==> src/rtl/rhd_pkg.sv <==
// rhd_pkg: shared constants, read-FSM encoding and frame-length helper for the RHD frame packer
package rhd_pkg;
   localparam int          NUM_CH_DEF = 32;
   localparam logic [7:0]  SYNC0_DEF  = 8'hA5;
   localparam logic [7:0]  SYNC1_DEF  = 8'h5A;
   typedef enum logic [2:0] {
      ST_IDLE,
      ST_SYNC0,
      ST_SYNC1,
      ST_CNT,
      ST_HI,
      ST_LO,
      ST_CHK
   } rhd_state_e;
   function automatic int frame_len(input int n);
      return 2 * n + 4;
   endfunction
endpackage

==> src/rtl/rhd_pingpong_buf.sv <==
// rhd_pingpong_buf: two-bank sample RAM with registered read port and per-bank full flags
module rhd_pingpong_buf import rhd_pkg::*; #(
   parameter  int NUM_CH = NUM_CH_DEF,
   localparam int IW     = $clog2(NUM_CH)
) (
   input  logic          sysclk,
   input  logic          rst,
   input  logic          wr_en,
   input  logic          wr_bank,
   input  logic [IW-1:0] wr_addr,
   input  logic [15:0]   wr_data,
   input  logic          set_full,
   input  logic          clr_full,
   input  logic          rd_en,
   input  logic          rd_bank,
   input  logic [IW-1:0] rd_addr,
   output logic [15:0]   rd_data,
   output logic [1:0]    full
);
   logic [15:0] mem [2][NUM_CH];
   // RAM write and one-cycle registered read
   always_ff @(posedge sysclk) begin
      if (wr_en) mem[wr_bank][wr_addr] <= wr_data;
      if (rd_en) rd_data <= mem[rd_bank][rd_addr];
   end
   // full flags: fill marks the write bank, free clears the read bank; both may happen together
   always_ff @(posedge sysclk) begin
      if (rst) begin
         full <= '0;
      end else begin
         if (set_full) full[wr_bank] <= 1'b1;
         if (clr_full) full[rd_bank] <= 1'b0;
      end
   end
endmodule

==> src/rtl/rhd_frame_packer.sv <==
// rhd_frame_packer: groups RHD sweeps into ping-pong banks and streams them as checksummed byte frames
module rhd_frame_packer import rhd_pkg::*; #(
   parameter int         NUM_CH = NUM_CH_DEF,
   parameter logic [7:0] SYNC0  = SYNC0_DEF,
   parameter logic [7:0] SYNC1  = SYNC1_DEF
) (
   input  logic        sysclk,
   input  logic        rst,
   input  logic [15:0] rhd_data,
   input  logic        rhd_data_en,
   input  logic        sweep_start,
   output logic [7:0]  tx_data,
   output logic        tx_valid,
   input  logic        tx_ready,
   output logic [7:0]  frame_cnt,
   output logic        overflow,
   output logic        busy
);
   localparam int IW = $clog2(NUM_CH);
   rhd_state_e    state, state_nx;
   logic [IW-1:0] ch_idx, eff_idx, w_idx, rd_addr;
   logic          wr_bank, rd_bank, wr_ok, last_ch, last_w, acc, rd_en;
   logic [1:0]    full;
   logic [15:0]   rd_q;
   logic [7:0]    chk;
   assign eff_idx  = sweep_start ? '0 : ch_idx;
   assign last_ch  = eff_idx == IW'(NUM_CH - 1);
   assign wr_ok    = rhd_data_en && !full[wr_bank];
   assign last_w   = w_idx == IW'(NUM_CH - 1);
   assign tx_valid = state != ST_IDLE;
   assign busy     = state != ST_IDLE;
   assign acc      = tx_valid && tx_ready;
   assign rd_en    = acc && (state == ST_CNT || (state == ST_LO && !last_w));
   assign rd_addr  = state == ST_CNT ? '0 : w_idx + 1'b1;
   rhd_pingpong_buf #(.NUM_CH(NUM_CH)) u_buf (
      .sysclk   (sysclk),
      .rst      (rst),
      .wr_en    (wr_ok),
      .wr_bank  (wr_bank),
      .wr_addr  (eff_idx),
      .wr_data  (rhd_data),
      .set_full (wr_ok && last_ch),
      .clr_full (acc && state == ST_CHK),
      .rd_en    (rd_en),
      .rd_bank  (rd_bank),
      .rd_addr  (rd_addr),
      .rd_data  (rd_q),
      .full     (full)
   );
   // write side: channel counter, bank toggle on a completed sweep, sticky drop flag
   always_ff @(posedge sysclk) begin
      if (rst) begin
         ch_idx   <= '0;
         wr_bank  <= 1'b0;
         overflow <= 1'b0;
      end else begin
         if ((sweep_start && ch_idx != '0) || (rhd_data_en && full[wr_bank])) overflow <= 1'b1;
         if (rhd_data_en) begin
            ch_idx <= last_ch ? '0 : eff_idx + 1'b1;
            if (wr_ok && last_ch) wr_bank <= ~wr_bank;
         end else if (sweep_start) begin
            ch_idx <= '0;
         end
      end
   end
   // read FSM next state and the byte presented for each state
   always_comb begin
      state_nx = state;
      tx_data  = 8'h00;
      case (state)
         ST_IDLE:  state_nx = full[rd_bank] ? ST_SYNC0 : ST_IDLE;
         ST_SYNC0: begin
            tx_data = SYNC0;
            if (acc) state_nx = ST_SYNC1;
         end
         ST_SYNC1: begin
            tx_data = SYNC1;
            if (acc) state_nx = ST_CNT;
         end
         ST_CNT: begin
            tx_data = frame_cnt;
            if (acc) state_nx = ST_HI;
         end
         ST_HI: begin
            tx_data = rd_q[15:8];
            if (acc) state_nx = ST_LO;
         end
         ST_LO: begin
            tx_data = rd_q[7:0];
            if (acc) state_nx = last_w ? ST_CHK : ST_HI;
         end
         ST_CHK: begin
            tx_data = chk;
            if (acc) state_nx = full[~rd_bank] ? ST_SYNC0 : ST_IDLE;
         end
         default:  state_nx = ST_IDLE;
      endcase
   end
   // read side registers: state, word index, checksum, bank and frame counters
   always_ff @(posedge sysclk) begin
      if (rst) begin
         state     <= ST_IDLE;
         w_idx     <= '0;
         rd_bank   <= 1'b0;
         frame_cnt <= 8'h00;
         chk       <= 8'h00;
      end else begin
         state <= state_nx;
         if (acc) begin
            if (state == ST_CNT) begin
               chk   <= frame_cnt;
               w_idx <= '0;
            end
            if (state == ST_HI || state == ST_LO) chk <= chk ^ tx_data;
            if (state == ST_LO) w_idx <= w_idx + 1'b1;
            if (state == ST_CHK) begin
               rd_bank   <= ~rd_bank;
               frame_cnt <= frame_cnt + 8'd1;
            end
         end
      end
   end
endmodule

==> config.mk <==
export PLATFORM = sky130hd
export DESIGN_NAME = rhd_frame_packer
export DESIGN_NICKNAME = d
export VERILOG_FILES = /design/src/rtl/rhd_pkg.sv /design/src/rtl/rhd_pingpong_buf.sv /design/src/rtl/rhd_frame_packer.sv
export SDC_FILE = /design/constraint.sdc
export NUM_CORES = 1
export LEC_CHECK = 0
export CORE_UTILIZATION = 35
export DETAILED_ROUTE_END_ITERATION = 8
export PLACE_DENSITY_LB_ADDON = 0.25
export RECOVER_POWER = 25
export SLEW_MARGIN = 5
export SYNTH_ARGS = -nofsm -noshare
export SYNTH_HDL_FRONTEND = slang
export SYNTH_SLANG_ARGS = --single-unit
export TNS_END_PERCENT = 5
==> constraint.sdc <==
create_clock -name sysclk -period 5.2 [get_ports sysclk]
set_input_delay 1.56 -clock sysclk [delete_from_list [all_inputs] [get_ports sysclk]]
set_output_delay 1.56 -clock sysclk [all_outputs]
set_load 0.05 [all_outputs]
# After elaboration in Yosys (flattened, before gate mapping)
# Memories as Yosys holds them, arrays and structs flattened. A register that Yosys moved wholly into a read port is not among the register bits.
# Cells that the tools add are included.
classes:
  n_bitwise: 8
  reduce_logical: 26
  mux: 41
  magnitude_cmp: 8
  n_addsub: 3
  eq_ne: 14
ops:
  columns: ["cell", "n"]
  rows:
  - ["two-way mux 512 bit", 1]
  - ["binary-select mux 16 bit (select 5 bit)", 1]
  - ["demux 16 bit (select 5 bit)", 1]
  - ["two-way mux 16 bit", 3]
  - ["one-hot mux 8 bit (6 select lines)", 1]
  - ["two-way mux 5 bit", 6]
  - ["one-hot mux 3 bit (7 select lines)", 1]
  - ["two-way mux 3 bit", 6]
  - ["two-way mux 8 bit", 2]
  - ["two-way mux 1 bit", 13]
  - ["greater-or-equal comparator 6 bit, second input constant", 2]
  - ["inequality test 2 bit, second input constant", 6]
  - ["NOT 5 -> 6 bit", 2]
  - ["logical AND 1 bit", 11]
  - ["adder 5 x 1 -> 5 bit, second input constant", 2]
  - ["equality test 5 bit, second input constant", 2]
  - ["equality test 3 bit, second input constant", 3]
  - ["adder 8 x 1 -> 8 bit, second input constant", 1]
  - ["two-way mux 2 bit", 4]
  - ["AND reduction 2 bit", 4]
  - ["XOR 8 bit", 1]
  - ["equality test 3 x 2 -> 1 bit, second input constant", 2]
  - ["< comparator 1 x 2 -> 1 bit, second input constant", 3]
  - ["< comparator 6 x 1 -> 1 bit, second input constant", 1]
  - ["other kinds (14)", 21]
word_totals:
  n_memories: 1
  ramBits: 1024
  word_cells: 111
  ff_bits: 50
mem_list:
  columns: ["memory", "depth", "word_bits", "rd", "rd_clocked_by_memory_dff", "write_ports", "line_no", "text"]
  rows:
  - ["u_buf.mem", 2, 512, 1, 1, 1, "rhd_pingpong_buf.sv:20", "logic [15:0] mem [2][NUM_CH];"]

# Logic depth before layout (Yosys ltp)
depth:
  depth_word: 9
  mapped_depth: 11
  depth_no_buf: 8

# By module
# Synthesis repeated with hierarchy kept, for this count alone.
hier_totals:
  hier_cells: 2054
  area_unflattened_um2: 42077.9
by_module_without_submodules:
  columns: ["module", "area_per_inst_um2", "cells_per_inst", "n_inst", "seq_area_each_um2"]
  rows:
  - ["rhd_pingpong_buf", 39904.5, 1786, 1, 31270.0]
  - ["rhd_frame_packer", 2173.3, 268, 1, 640.6]

# Worst setup path before layout
# No wires, ideal clock.
synth_path:
  path_kind: "reg-to-output"
  start: "register state[0]"
  end: "output tx_data[5]"
  setup_slack_ns: 1.471
  path_buffers: 2
  path_stages_with_launch: 5
  t_arrival_ns: 2.169
  required_ns: 3.640
  cell_sequence: "dfxtp_1 -> clkbuf_1 -> clkbuf_1 -> o21ai_0 -> o21ai_0"
synth_via:
  elab_chain_cells: 2
  word_cells_on_any_way: 7
  cone_classes: "eq/ne: 6; mux: 1"
synth_rtl:
  columns: ["element", "line_no", "text"]
  rows:
  - ["start: declaration", "rhd_frame_packer.sv:20", "rhd_state_e state, state_nx;"]
  - ["start signal: assignment", "rhd_frame_packer.sv:108", "state <= state_nx;"]
  - ["equality test 3 bit, or another cell as far along", "rhd_frame_packer.sv:70", "case (state)"]
  - ["one-hot mux 8 bit (6 select lines) *", "rhd_frame_packer.sv:70", null]
  - ["end: declaration", "rhd_frame_packer.sv:12", "output logic [7:0] tx_data,"]
# Every way passes the cells marked *; elsewhere a longest branch is shown, timed or not.

# Final worst setup path
layout_path:
  start: "register state[2]"
  end: "output tx_data[6]"
# The elaborated chain is that of the path after synthesis.

==> flow_metrics.tcl <==
set metrics [dict create \
    worst_path_largest_cell_delay_ns 0.80 \
    crit_path_top_delay_cell "clkdlybuf4s50_1" \
    pre_cts_ws_ns 0.745 \
    cts-root-buf "clkbuf_16" \
    critPathRequiredTime_ns 3.64 \
    drt_wl_total_um 127000 \
    htreeDepth 3 \
    regToRegStartpoint "w_idx[0]" \
    synthCells 2487 \
    ys_types 80 \
    status "finished with violations" \
    p_seq_share_pct 54.5 \
    path_cells "nor2b_2 -> a221oi_1 -> a31o_2 -> inv_1 -> clkdlybuf4s50_1" \
    rows 128 \
    p_switching_w 0.00355 \
    synth-edff-count 1040 \
    drv_cap 14 \
    grt_pass1_vias 24200 \
    cts_resized 0 \
    hold_class "flip-flop to flip-flop" \
    crit_family "buffers and inverters" \
    overflow 0 \
    swShare_pct 20.4 \
    die_h_um 352 \
    grt_max_degree 82 \
    drt_iter0_drc 3142 \
    p_comb_share_pct 1.4 \
    synth_warnings 0 \
    r2r_end "u_buf.rd_data[15]" \
    finClkSkew_ns 0.0380 \
    p_leak_nw 15.1 \
    setup_viol 0 \
    violations "capacitance limit, slew limit" \
    synthesis.nets 2516 \
    fin_crit_sh_pct 93.1 \
    track_usage_pct 20.1 \
    r2r_cells 7 \
    max_freq_ghz 0.207 \
    critPathLaunchType "flip-flop" \
    gp_congestion 0.925 \
    ys_async_sr_fraction_pct 0 \
    coreArea_um2 122000 \
    dr.pass1.iters 8 \
    route.detailed.drc 0 \
    grt_pass1_wl_um 179000 \
    cts_tree "built" \
    via_per_inst 5.66 \
    synth_area_um2 43000 \
    worst_pin_slew_ns 3.78 \
    cts.sinks 1075 \
    antenna_found_initial 6 \
    rsz0062_at_grt "no" \
    power_density_nw_per_um2 354 \
    synthAdderAreaFrac_pct 0.233 \
    worst-path-max-fanout 19 \
    drive_gt1_share_pct 18.9 \
    synthTopCellsByArea "edfxtp_1, mux4_2, mux2i_1" \
    initial_core_util_pct 35.3 \
    wl_per_cell_um 29.2 \
    critPathKind "flip-flop to output pin" \
    dieArea_um2 124000 \
    finalHoldViolations 0 \
    ant_nets 0 \
    nets 2661 \
    synthMuxAreaShare_pct 10.3 \
    slew_headroom_pct -152 \
    cp.arrival_ns 3.28 \
    cts_hold_buf 0 \
    die_x_um 352 \
    ys.flop_type "edfxtp_1" \
    io_pins 40 \
    whs_path_depth 2 \
    cp-end-kind "output pin" \
    synth_xor_area_share_pct 0.300 \
    fin_tns_setup_ns 0 \
    clkTransAtPathRegs_ns 0.06 \
    yosys.area.top_type "edfxtp_1" \
    synth.top_cells.by_count "edfxtp_1, mux2i_1, nor2_1" \
    hold_ws_ns 0.527 \
    setup_slack_ns 0.358 \
    cts_buffers 111 \
    stdcell_area_um2 49200 \
    peakVddDrop_mv 0.258 \
    synth.most_common_cell "edfxtp_1" \
    worst-r2r-setup-slack_ns 0.94 \
    synth-simple-area-share_pct 4.76 \
    vias 24600 \
    synth_seq_cells 1075 \
    synth_top_family_by_area "multiplexers" \
    area_growth_pct 14.6 \
    internal_power_w 0.0139 \
    placed_area_um2 45800 \
    p_total_w 0.0174 \
    hpwlAfterDp_um 81200 \
    synth_top_area_share_pct 72.7 \
    ys_seq_area_share_pct 74.3 \
    worstHoldStart "chk[1]" \
    pwr-share-clk_pct 44.0 \
    cts_buffer_depth 3 \
    post_cts_buffers 0 \
    synth.avg_cell_area_um2 17.3 \
    min_to "chk[1]" \
    critPathBufInv 2 \
    fin_crit_ns 4.84 \
    worst_skew_pair.late_latency_ns 0.71 \
    synth-compound-area-share_pct 8.09 \
    finalMaxSlewViolations 518 \
    port_buffers 39 \
]
[worst register-to-register path, cell delays in order (launching register included)]
cell	delay (ns)
dfxtp_4	0.44
ha_4	0.61
a21bo_2	0.38
nor2_2	1.02
o21ai_0	0.27
a211o_1	0.40
a211oi_1	0.66
o22a_1	0.33
[stage by stage]
step                instances  util (%)
floorplan                2487         -
global placement         4144      37.6
detailed placement       4144      37.6
CTS                      4349      40.5
global route             4349      40.5
finish                   4350      40.5
[cell usage in the layout (no fill, tap or decap), types with 9 or more instances in the layout]
cell / n
a2111oi_0: 25
a211oi_1: 24
a21oi_1: 93
a221oi_1: 22
a22o_1: 14
a22oi_1: 46
a31oi_1: 18
and3_1: 18
buf_4: 139
clkbuf_1: 39
clkbuf_16: 112
clkdlybuf4s50_1: 23
clkinv_1: 26
clkinv_2: 27
dfxtp_1: 32
edfxtp_1: 1040
inv_1: 14
mux2_2: 46
mux2i_1: 143
mux4_2: 110
nand2_1: 85
nand2b_1: 21
nand3_1: 46
nor2_1: 120
nor2b_1: 20
nor3_1: 42
nor4_1: 9
o211ai_1: 24
o21ai_0: 95
o221ai_1: 16
o22ai_1: 29
o31ai_1: 13
or2_2: 9
[final cells by class]
class | instances | area, µm²
Timing Repair Buffer | 189 | 1490
Antenna cell | 1 | 2.50
Clock buffer | 133 | 2880
Multi-Input combinational cell | 1238 | 10200
Fill cell | 11000 | 72500
Inverter | 17 | 63.8
Clock inverter | 72 | 619
Sequential cell | 1075 | 31900
Tap cell | 1625 | 2030
[logic make-up (layout without fill, tap and decap cells)]
| logic type | after synthesis | in the layout |
|---|---|---|
| compound gates | 502 | 502 |
| mux | 299 | 299 |
| buf+inv | 174 | 411 |
| other cells | 0 | 1 |
| flops | 1075 | 1075 |
| xor+xnor | 13 | 13 |
| fa+ha+maj | 8 | 8 |
| simple gates | 416 | 416 |
[power by group through the flow]
stage | logic, W | registers (W) | clock network, W
after floorplan | 0.0000278 | 0.00969 | 0
after global placement | 0.000246 | 0.00969 | 0
after detailed placement | 0.000255 | 0.00969 | 0
after CTS | 0.000254 | 0.00951 | 0.00781
after global routing | 0.000260 | 0.00951 | 0.00813
final | 0.000250 | 0.00951 | 0.00768
[how the worst max path moves through the flow]
stage,start,to,slack [ns],cells past startpoint
after floorplan,state[0],tx_data[5],1.47,4
after global placement,state[1],tx_data[4],0.87,5
after detailed placement,state[1],tx_data[6],0.75,5
after CTS,state[1],tx_data[6],0.009,5
after global routing,state[2],tx_data[6],0.19,5
final,state[2],tx_data[6],0.36,5
[flip-flops by register name, indices dropped and copies added, names as in the netlist, named ones only]
signal and cells:
u_buf.mem 1024, u_buf.rd_data 16, chk 8, frame_cnt 8
ch_idx 5, w_idx 5, state 3, u_buf.full 2
overflow 1, rd_bank 1, wr_bank 1
[routing by layer]
| metal | global-route usage [%] | wire length (µm) |
|---|---|---|
| met2 | 30.6 | 57200 |
| met5 | 0 | 49 |
| met4 | 7.64 | 4940 |
| met1 | 28.4 | 53700 |
| met3 | 3.96 | 11100 |
No activity file was read; power rests on OpenSTA's default activity.
